## src/rtl/spi_fnd_pkg.sv

```systemverilog
// Shared types and defaults for the SPI counter receive path and the FND display path.
package spi_fnd_pkg;

  localparam int FRAME_BITS_DEFAULT = 16;
  localparam int MAX_COUNT_DEFAULT  = 9999;
  localparam int COUNT_W            = 14;

  typedef enum logic [1:0] {
    CMD_NOP   = 2'b00,
    CMD_LOAD  = 2'b01,
    CMD_CLEAR = 2'b10,
    CMD_RSVD  = 2'b11
  } cmd_e;

  typedef enum logic [1:0] {
    IDLE,
    SHIFT,
    COMMIT
  } state_e;

endpackage

```

## src/rtl/spi_counter_rx_sync_edge.sv

```systemverilog
// Two-flop synchronizer with an extra history flop for single-cycle rise/fall pulses.
module sync_edge #(
  parameter logic RESET_VAL = 1'b0
) (
  input  logic clk,
  input  logic reset,
  input  logic d,
  output logic level,
  output logic rise,
  output logic fall
);

  logic [2:0] sync_q, sync_d;

  always_comb begin
    sync_d = {sync_q[1:0], d};
  end

  always_ff @(posedge clk or posedge reset) begin
    if (reset) sync_q <= {3{RESET_VAL}};
    else       sync_q <= sync_d;
  end

  assign level = sync_q[1];
  assign rise  = sync_q[1] & ~sync_q[2];
  assign fall  = ~sync_q[1] & sync_q[2];

endmodule

```

## src/rtl/spi_counter_rx.sv

```systemverilog
// SPI mode-0 slave that receives command frames to update a 0..MAX_COUNT display counter
// and streams the counter value back on miso during each frame.
module spi_counter_rx
  import spi_fnd_pkg::*;
#(
  parameter int FRAME_BITS = FRAME_BITS_DEFAULT,
  parameter int MAX_COUNT  = MAX_COUNT_DEFAULT
) (
  input  logic               clk,
  input  logic               reset,
  input  logic               sclk,
  input  logic               mosi,
  input  logic               cs_n,
  output logic               miso,
  output logic [COUNT_W-1:0] counter,
  output logic               rx_done,
  output logic               rx_err
);

  localparam logic [4:0]         BIT_FULL = 5'(FRAME_BITS);
  localparam logic [4:0]         BIT_SAT  = 5'(FRAME_BITS + 1);
  localparam logic [COUNT_W-1:0] MAX_CNT  = COUNT_W'(MAX_COUNT);

  logic sclk_level_unused, sclk_rise, sclk_fall;
  logic mosi_s, mosi_rise_unused, mosi_fall_unused;
  logic cs_level, cs_rise, cs_fall;

  sync_edge #(.RESET_VAL(1'b0)) u_sclk_sync (
    .clk(clk), .reset(reset), .d(sclk),
    .level(sclk_level_unused), .rise(sclk_rise), .fall(sclk_fall)
  );

  sync_edge #(.RESET_VAL(1'b0)) u_mosi_sync (
    .clk(clk), .reset(reset), .d(mosi),
    .level(mosi_s), .rise(mosi_rise_unused), .fall(mosi_fall_unused)
  );

  sync_edge #(.RESET_VAL(1'b1)) u_cs_sync (
    .clk(clk), .reset(reset), .d(cs_n),
    .level(cs_level), .rise(cs_rise), .fall(cs_fall)
  );

  state_e                 state_q, state_d;
  logic [FRAME_BITS-1:0]  shift_q, shift_d;
  logic [FRAME_BITS-1:0]  shadow_q, shadow_d;
  logic [4:0]             bitcnt_q, bitcnt_d;
  logic [COUNT_W-1:0]     counter_q, counter_d;
  logic                   done_q, done_d;
  logic                   err_q, err_d;
  logic [1:0]             settle_q, settle_d;
  logic                   armed_q, armed_d;
  logic                   frame_start;
  cmd_e                   cmd;
  logic [COUNT_W-1:0]     data;

  assign cmd  = cmd_e'(shift_q[FRAME_BITS-1 -: 2]);
  assign data = shift_q[COUNT_W-1:0];

  // The cs_n synchronizer resets to "high", so a bus held low across reset release
  // looks like a falling edge; frames are only accepted once a real high level is seen.
  assign frame_start = (state_q == IDLE) && cs_fall && armed_q;

  always_ff @(posedge clk or posedge reset) begin
    if (reset) state_q <= IDLE;
    else       state_q <= state_d;
  end

  always_comb begin
    state_d = state_q;
    unique case (state_q)
      IDLE:    if (frame_start) state_d = SHIFT;
      SHIFT:   if (cs_rise)     state_d = COMMIT;
      COMMIT:                   state_d = IDLE;
      default:                  state_d = IDLE;
    endcase
  end

  always_comb begin
    miso = (state_q == SHIFT) ? shadow_q[FRAME_BITS-1] : 1'b0;
  end

  always_comb begin
    shift_d   = shift_q;
    shadow_d  = shadow_q;
    bitcnt_d  = bitcnt_q;
    counter_d = counter_q;
    done_d    = 1'b0;
    err_d     = 1'b0;
    settle_d  = (settle_q == 2'd2) ? settle_q : settle_q + 2'd1;
    armed_d   = armed_q | ((settle_q == 2'd2) && cs_level);

    if (frame_start) begin
      shift_d  = '0;
      bitcnt_d = '0;
      shadow_d = FRAME_BITS'(counter_q);
    end

    // cs_n rising edge wins over any sclk edge seen in the same cycle.
    if ((state_q == SHIFT) && !cs_rise) begin
      if (sclk_rise) begin
        shift_d = {shift_q[FRAME_BITS-2:0], mosi_s};
        if (bitcnt_q != BIT_SAT) bitcnt_d = bitcnt_q + 5'd1;
      end
      if (sclk_fall) shadow_d = {shadow_q[FRAME_BITS-2:0], 1'b0};
    end

    if (state_q == COMMIT) begin
      if (bitcnt_q != BIT_FULL) begin
        err_d = 1'b1;
      end else begin
        unique case (cmd)
          CMD_NOP:   done_d = 1'b1;
          CMD_LOAD: begin
            if (data <= MAX_CNT) begin
              counter_d = data;
              done_d    = 1'b1;
            end else begin
              err_d = 1'b1;
            end
          end
          CMD_CLEAR: begin
            counter_d = '0;
            done_d    = 1'b1;
          end
          default:   err_d = 1'b1;
        endcase
      end
    end
  end

  always_ff @(posedge clk or posedge reset) begin
    if (reset) begin
      shift_q   <= '0;
      shadow_q  <= '0;
      bitcnt_q  <= '0;
      counter_q <= '0;
      done_q    <= 1'b0;
      err_q     <= 1'b0;
      settle_q  <= '0;
      armed_q   <= 1'b0;
    end else begin
      shift_q   <= shift_d;
      shadow_q  <= shadow_d;
      bitcnt_q  <= bitcnt_d;
      counter_q <= counter_d;
      done_q    <= done_d;
      err_q     <= err_d;
      settle_q  <= settle_d;
      armed_q   <= armed_d;
    end
  end

  assign counter = counter_q;
  assign rx_done = done_q;
  assign rx_err  = err_q;

endmodule

```

## config.mk

```make
export PLATFORM = sky130hd
export DESIGN_NAME = spi_counter_rx
export DESIGN_NICKNAME = d
export VERILOG_FILES = /design/src/rtl/spi_fnd_pkg.sv /design/src/rtl/spi_counter_rx_sync_edge.sv /design/src/rtl/spi_counter_rx.sv
export SDC_FILE = /design/constraint.sdc
export NUM_CORES = 1
export LEC_CHECK = 0
export ABC_AREA = 1
export BUFFER_PORTS_ARGS = -buffer_cell sky130_fd_sc_hd__buf_4
export CORE_MARGIN = 2
export CORE_UTILIZATION = 40
export DETAILED_ROUTE_END_ITERATION = 10
export MAX_ROUTING_LAYER = met4
export SKIP_CTS_REPAIR_TIMING = 1
export SLEW_MARGIN = 20
export SYNTH_ARGS = -nofsm -noshare
export SYNTH_HDL_FRONTEND = slang
export SYNTH_SLANG_ARGS = --single-unit
```

## constraint.sdc

```tcl
create_clock -name clk -period 2.2 [get_ports clk]
set_clock_uncertainty 0.1 [all_clocks]
set_input_delay 0.33 -clock clk [delete_from_list [all_inputs] [get_ports clk]]
set_output_delay 0.33 -clock clk [all_outputs]
set_load 0.02 [all_outputs]
```

After elaboration in Yosys (flattened, before gate mapping)
Index checks and enable logic that the tools add are counted.
W data, S select, Z words.
{ "op_classes": {"magnitude_cmp": 1, "mux": 24, "n_reduce_logical": 11, "bitwise": 10, "addsub": 2, "eq_ne": 10} }
{ "ops": {"columns": ["operator", "n"], "rows": [
  ["$mux W16", 6],
  ["$pmux W14 S2", 1],
  ["$mux W5", 4],
  ["$le A14 B14 Y1 const B", 1],
  ["$mux W14", 1],
  ["$ne A5 B5 Y1 const B", 2],
  ["$mux W1", 7],
  ["$eq A2 B2 Y1 const B", 3],
  ["$ne A2 B2 Y1 const B", 3],
  ["$add A5 B1 Y5 const B", 1],
  ["$not A1 Y1", 5],
  ["$and A1 B1 Y1", 4],
  ["$eq A2 B1 Y1 const B", 2],
  ["$logic_and A1 B1 Y1", 4],
  ["$logic_not A2 Y1", 2],
  ["$mux W2", 2],
  ["$pmux W1 S2", 2],
  ["$pmux W2 S2", 1],
  ["$reduce_and A4 Y1", 1],
  ["$add A2 B1 Y2 const B", 1],
  ["$reduce_and A2 Y1", 1],
  ["$reduce_bool A2 Y1", 1],
  ["$reduce_or A2 Y1", 1],
  ["$logic_not A1 Y1", 1],
  ["$or A1 B1 Y1", 1]
]} }
{ "word_totals": {"input_bits": 5, "word_cells": 70, "out_inout_bits": 17, "ff_bits": 66} }

Logic depth before layout (Yosys ltp)
{ "logic_depth": {"ltp_word": 8, "ltp_mapped": 9, "ltp_nobuf": 8} }

By module
A second synthesis with hierarchy kept.
{ "unflattened": {"cells_unflattened": 342, "area_unflattened_um2": 3037.9} }
{ "modules_own_cells": {"columns": ["mod", "seq_area_each_um2", "instances", "cells_each", "area_each_um2"], "rows": [
  ["spi_counter_rx", 1451.4, 1, 318, 2752.6],
  ["sync_edge (u_mosi_sync ...)", 75.1, 2, 8, 93.8],
  ["sync_edge (u_cs_sync)", 78.8, 1, 8, 97.6]
]} }

Worst setup path after synthesis
Ideal clock, no wire load.
{ "synth_timing": {"path_type": "register to register", "startpoint": "reg shift_q[14]", "endpoint": "reg counter_q[10], in the netlist counter[10]", "path_buffers": 2, "stages_incl_launch_ff": 8, "setup_time_ps": 117, "synth_period_minus_slack_ps": 1540, "slack_ps": 660, "arrival_ps": 1323, "t_required_ps": 1983, "path_cell_list": "dfrtp_1 > inv_1 > ha_1 > clkbuf_1 > clkbuf_1 > nor2_1 > nand3_1 > nand2_1"} }
{ "synth_via": {"elab_chain_cells": 3, "elab_cells_between_ends": 6, "classes_between": "eq/ne (3); mux (1); reduce/logical (2)"} }
{ "synth_lines": {"columns": ["element", "line", "text"], "rows": [
  ["from (decl)", "spi_counter_rx.sv:44", "logic [FRAME_BITS-1:0] shift_q, shift_d;"],
  ["from (signal assigned)", "spi_counter_rx.sv:142", "shift_q <= shift_d;"],
  ["$eq A2 B1 Y1 or $eq A2 B2 Y1 (tied branches)", "spi_counter_rx.sv:111", "unique case (cmd)"],
  ["$ne A2 B2 Y1 (no source line) or $reduce_bool A2 Y1 (tied branches)", null, null],
  ["$reduce_and A4 Y1 (no source line)", null, null],
  ["to (signal assigned)", "spi_counter_rx.sv:145", "counter_q <= counter_d;"],
  ["to (decl)", "spi_counter_rx.sv:47", "logic [COUNT_W-1:0] counter_q, counter_d;"]
]} }
Parallel ways exist; a longest one is shown, timed or not.
A chain may end at the register's enable or synchronous reset.

Worst setup path after layout
{ "layout_timing": {"startpoint": "reg u_cs_sync.sync_q[1]", "endpoint": "reg shift_q[11]"} }
{ "layout_via": {"elab_chain_cells": 7, "elab_cells_between_ends": 10, "classes_between": "mux (3); bitwise (3); reduce/logical (4)"} }
{ "layout_lines": {"columns": ["element", "line", "text"], "rows": [
  ["from (decl)", "spi_counter_rx_sync_edge.sv:13", "logic [2:0] sync_q, sync_d;"],
  ["from (signal assigned)", "spi_counter_rx_sync_edge.sv:20", "if (reset) sync_q <= {3{RESET_VAL}};"],
  ["from (signal assigned)", "spi_counter_rx_sync_edge.sv:21", "else sync_q <= sync_d;"],
  ["$not A1 Y1", "spi_counter_rx_sync_edge.sv:26", "assign fall = ~sync_q[1] & sync_q[2];"],
  ["$and A1 B1 Y1", "spi_counter_rx_sync_edge.sv:26", null],
  ["$logic_and A1 B1 Y1 (2 in a row)", "spi_counter_rx.sv:61", "assign frame_start = (state_q == IDLE) && cs_fall && armed_q;"],
  ["$mux W16", "spi_counter_rx.sv:92", "if (frame_start) begin"],
  ["$mux W16", "spi_counter_rx.sv:100", "if (sclk_rise) begin"],
  ["$mux W16 *", "spi_counter_rx.sv:99", "if ((state_q == SHIFT) && !cs_rise) begin"],
  ["via shift_d[11]", "spi_counter_rx.sv:44", null]
]} }
Mark *: on every way through the listed nets, which the timed path passes. The rest lies on a longest branch.

==> results_dict.tcl <==
set metrics [dict create \
    outcome "finished, final reports clean" \
    required_ns 2.37 \
    grt_max_degree 41 \
    drive_above_1_share_pct 20.61 \
    hp-class "register to register" \
    hold_viol_final 0 \
    p_leak_nw 1.769 \
    yosysSeqAreaShare_pct 53.87 \
    final_area_mm2 0.003551 \
    cts_sinks 66 \
    syn_avg_cell_area_um2 9.397 \
    cpMaxStageDelayCell "dfstp_2" \
    postRouteAntennaNets 0 \
    slowest_delay_ns 0.55 \
    dr.pass1.iters 4 \
    synth_compound_area_share_pct 11.97 \
    relSlewSlack_pct 72.14 \
    vias_per_cell 4.721 \
    nets 367 \
    preCtsSetupSlack_ns 0.5795 \
    cts_buffers 9 \
    io_buffers 21 \
    synth_xor_area_share_pct 1.140 \
    dpl_cell_area_mm2 0.003326 \
    clk-insertion-delay-late_ns 0.34 \
    max_cap_violations 0 \
    yosys-mux-area-fraction_pct 0 \
    clkTransAtPathRegs_ns 0.07 \
    placementRows 31 \
    area.growth.synth_to_final_pct 15.55 \
    setup_viol_count_final 0 \
    worst-setup-path-type "register to register" \
    syn_inst 327 \
    synth_top_family_by_area "simple AND/OR/NAND/NOR gates" \
    drt-wirelength-per-cell_um 11.73 \
    synth-simple-area-share_pct 20.93 \
    synth-adder-area-share_pct 3.257 \
    place.detailed.hpwl_um 3719 \
    slew_viol_final 0 \
    worstMarginPinSlew_ns 0.4174 \
    clockRootBuffer "clkbuf_8" \
    core_area_mm2 0.007331 \
    rsz0062_at_grt "false" \
    grt_pass1_wl_um 9887 \
    initial_core_util_pct 41.92 \
    dieArea_mm2 0.008400 \
    dieWidth_um 91.65 \
    routabilityCongestion 0.7327 \
    die-height_um 91.65 \
    crit_path_start_kind "register" \
    ys_seq_elements 66 \
    grt_pass1_vias 2035 \
    antenna_cells 0 \
    power.density_mw_per_mm2 829.3 \
    synthesis.area_mm2 0.003073 \
    synth_edf_count 0 \
    ys_async_sr_fraction_pct 100.0 \
    postLayoutCoreUtil_pct 48.44 \
    ys_types 30 \
    io_pins 22 \
    tns_ns 0 \
    crit_fanout 40 \
    period_minus_slack_ns 1.627 \
    cts_buffer_depth 2 \
    crit_path_frequent_cell "buf_4" \
    crit_chain "nor2_1, nand3_2, buf_4, buf_4, nand3_1, o21ai_2" \
    ir_drop_mv 0.2820 \
    wirelength_um 5371 \
    finalWorstSetupSlack_ns 0.5730 \
    yosysTopAreaCellShare_pct 51.30 \
    end_kind "register" \
    fin_crit_sh_pct 73.95 \
    yosysWarnings 0 \
    synth_fp_nets 340 \
    grt-ovfl-total 0 \
    synthTopCellsByArea "dfrtp_1 51%, nand2_1 7.0%, nand3_1 6.5%, inv_1 5.3%, o21ai_2 4.3%" \
    antenna_found_initial 0 \
    vias 2162 \
    htreeDepth 3 \
    synthFlopType "dfrtp_1" \
    synth_area_leader_cell "dfrtp_1" \
    drc 0 \
    cts_tree "done" \
    fmax_mhz 614.6 \
    drt_iter0_drc 77 \
    worstPathArrival_ns 1.79 \
    gr-usage-all-layers_pct 15.27 \
]
[per-layer routing]
layer  track usage, %  vias up  wire length, µm  share of wire (%)
li1                 -     1109                -                  -
met1            20.66     1017             2660                 50
met2            21.81       26             2425                 45
met3            2.958       10              173                3.2
met4            7.955        0              111                2.1
met5                -        -                0                  0
[registers in the layout, summed over array words and instances (netlist names)]
name,flops
shadow_q,16
shift_q,16
counter,14
bitcnt_q,5
u_cs_sync.sync_q,3
u_sclk_sync.sync_q,3
settle_q,2
state_q,2
u_mosi_sync.sync_q,2
armed_q,1
rx_done,1
rx_err,1
[cells by family (layout without fill, tap and decap cells)]
family,after synthesis,count (layout)
XOR/XNOR,4,4
flip-flops,66,66
adder cells (fa/ha/maj),8,8
AND/OR/NAND/NOR,135,135
AO/OA/AOI/OAI,54,54
buffers and inverters,60,92
[cells in the final DEF (no fill, tap or decap), types with 2 or more instances in the layout]
cell type and n:
nand3_1 40, nor3_1 2, dfrtp_1 63, dfstp_2 3
buf_12 2, inv_1 42, dlygate4sd3_1 4, inv_2 2
clkbuf_8 9, o21ai_0 22, nor2_2 2, clkinv_2 4
nand2_1 57, buf_4 26, nor2_1 26, xnor2_1 3
nor2_4 2, o21ai_2 15, o211ai_1 13, ha_1 8
[synth_stat cells, types with 2 or more instances]
cell      count
nor2_4        2
inv_1        43
o21ai_0      22
dfstp_2       3
nor2_1       26
xnor2_1       3
o211ai_1     13
o21ai_2      15
nand3_1      40
ha_1          8
nor2_2        2
dfrtp_1      63
clkbuf_1      3
buf_2         7
nor3_1        2
buf_6         5
nand2_1      57
[power breakdown]
group          switching [mW]  internal (mW)  leakage [nW]  total, mW
combinational           0.305          0.203         0.816      0.507
clock                   0.455          0.515        0.0958      0.970
sequential             0.0832           1.38         0.857       1.47
total                   0.843           2.10          1.77       2.94
[per-stage QoR]
stage | hold slack (ns) | std cells | power (mW)
6_report | 0.2579 | 458 | 2.945
3_5_place_dp | 0.2469 | 438 | 1.999
2_1_floorplan | 0.2312 | 327 | 1.887
4_1_cts | -0.1074 | 454 | 2.982
3_3_place_gp | 0.2366 | 438 | 1.983
5_1_grt | 0.2650 | 458 | 3.128
[layout make-up]
class / instances / area, µm²
fill: 722 / 3780
sequential: 66 / 1655
multi-input combinational: 201 / 1146
timing repair buffer: 32 / 275.3
inverter: 44 / 165.2
clock buffer: 10 / 127.6
tap: 99 / 123.9
clock inverter: 6 / 57.56
[path summary, 6_finish.rpt]
check	start	end	slack (ns)	cells after the start
setup / recovery	u_cs_sync.sync_q[1]$_DFF_PP1_	shift_q[11]$_DFF_PP0_	0.57	6
hold / removal	u_sclk_sync.sync_q[0]$_DFF_PP0_	u_sclk_sync.sync_q[1]$_DFF_PP0_	0.26	0
setup reg to reg	u_cs_sync.sync_q[1]$_DFF_PP1_	shift_q[11]$_DFF_PP0_	0.57	6
hold reg to reg	u_sclk_sync.sync_q[0]$_DFF_PP0_	u_sclk_sync.sync_q[1]$_DFF_PP0_	0.26	0
max in group asynchronous	reset	bitcnt_q[3]$_DFF_PP0_	1.00	4
min in group asynchronous	reset	settle_q[0]$_DFFE_PP0P_	0.45	3
[critical path, delay by kind of cell, from the launching register on]
family                 cells  cell delay [ns]
AO/OA/AOI/OAI              1             0.07
AND/OR/NAND/NOR            3             0.22
buffers and inverters      2             0.62
flip-flops                 1             0.55
Power figures use the tool's default switching activity.
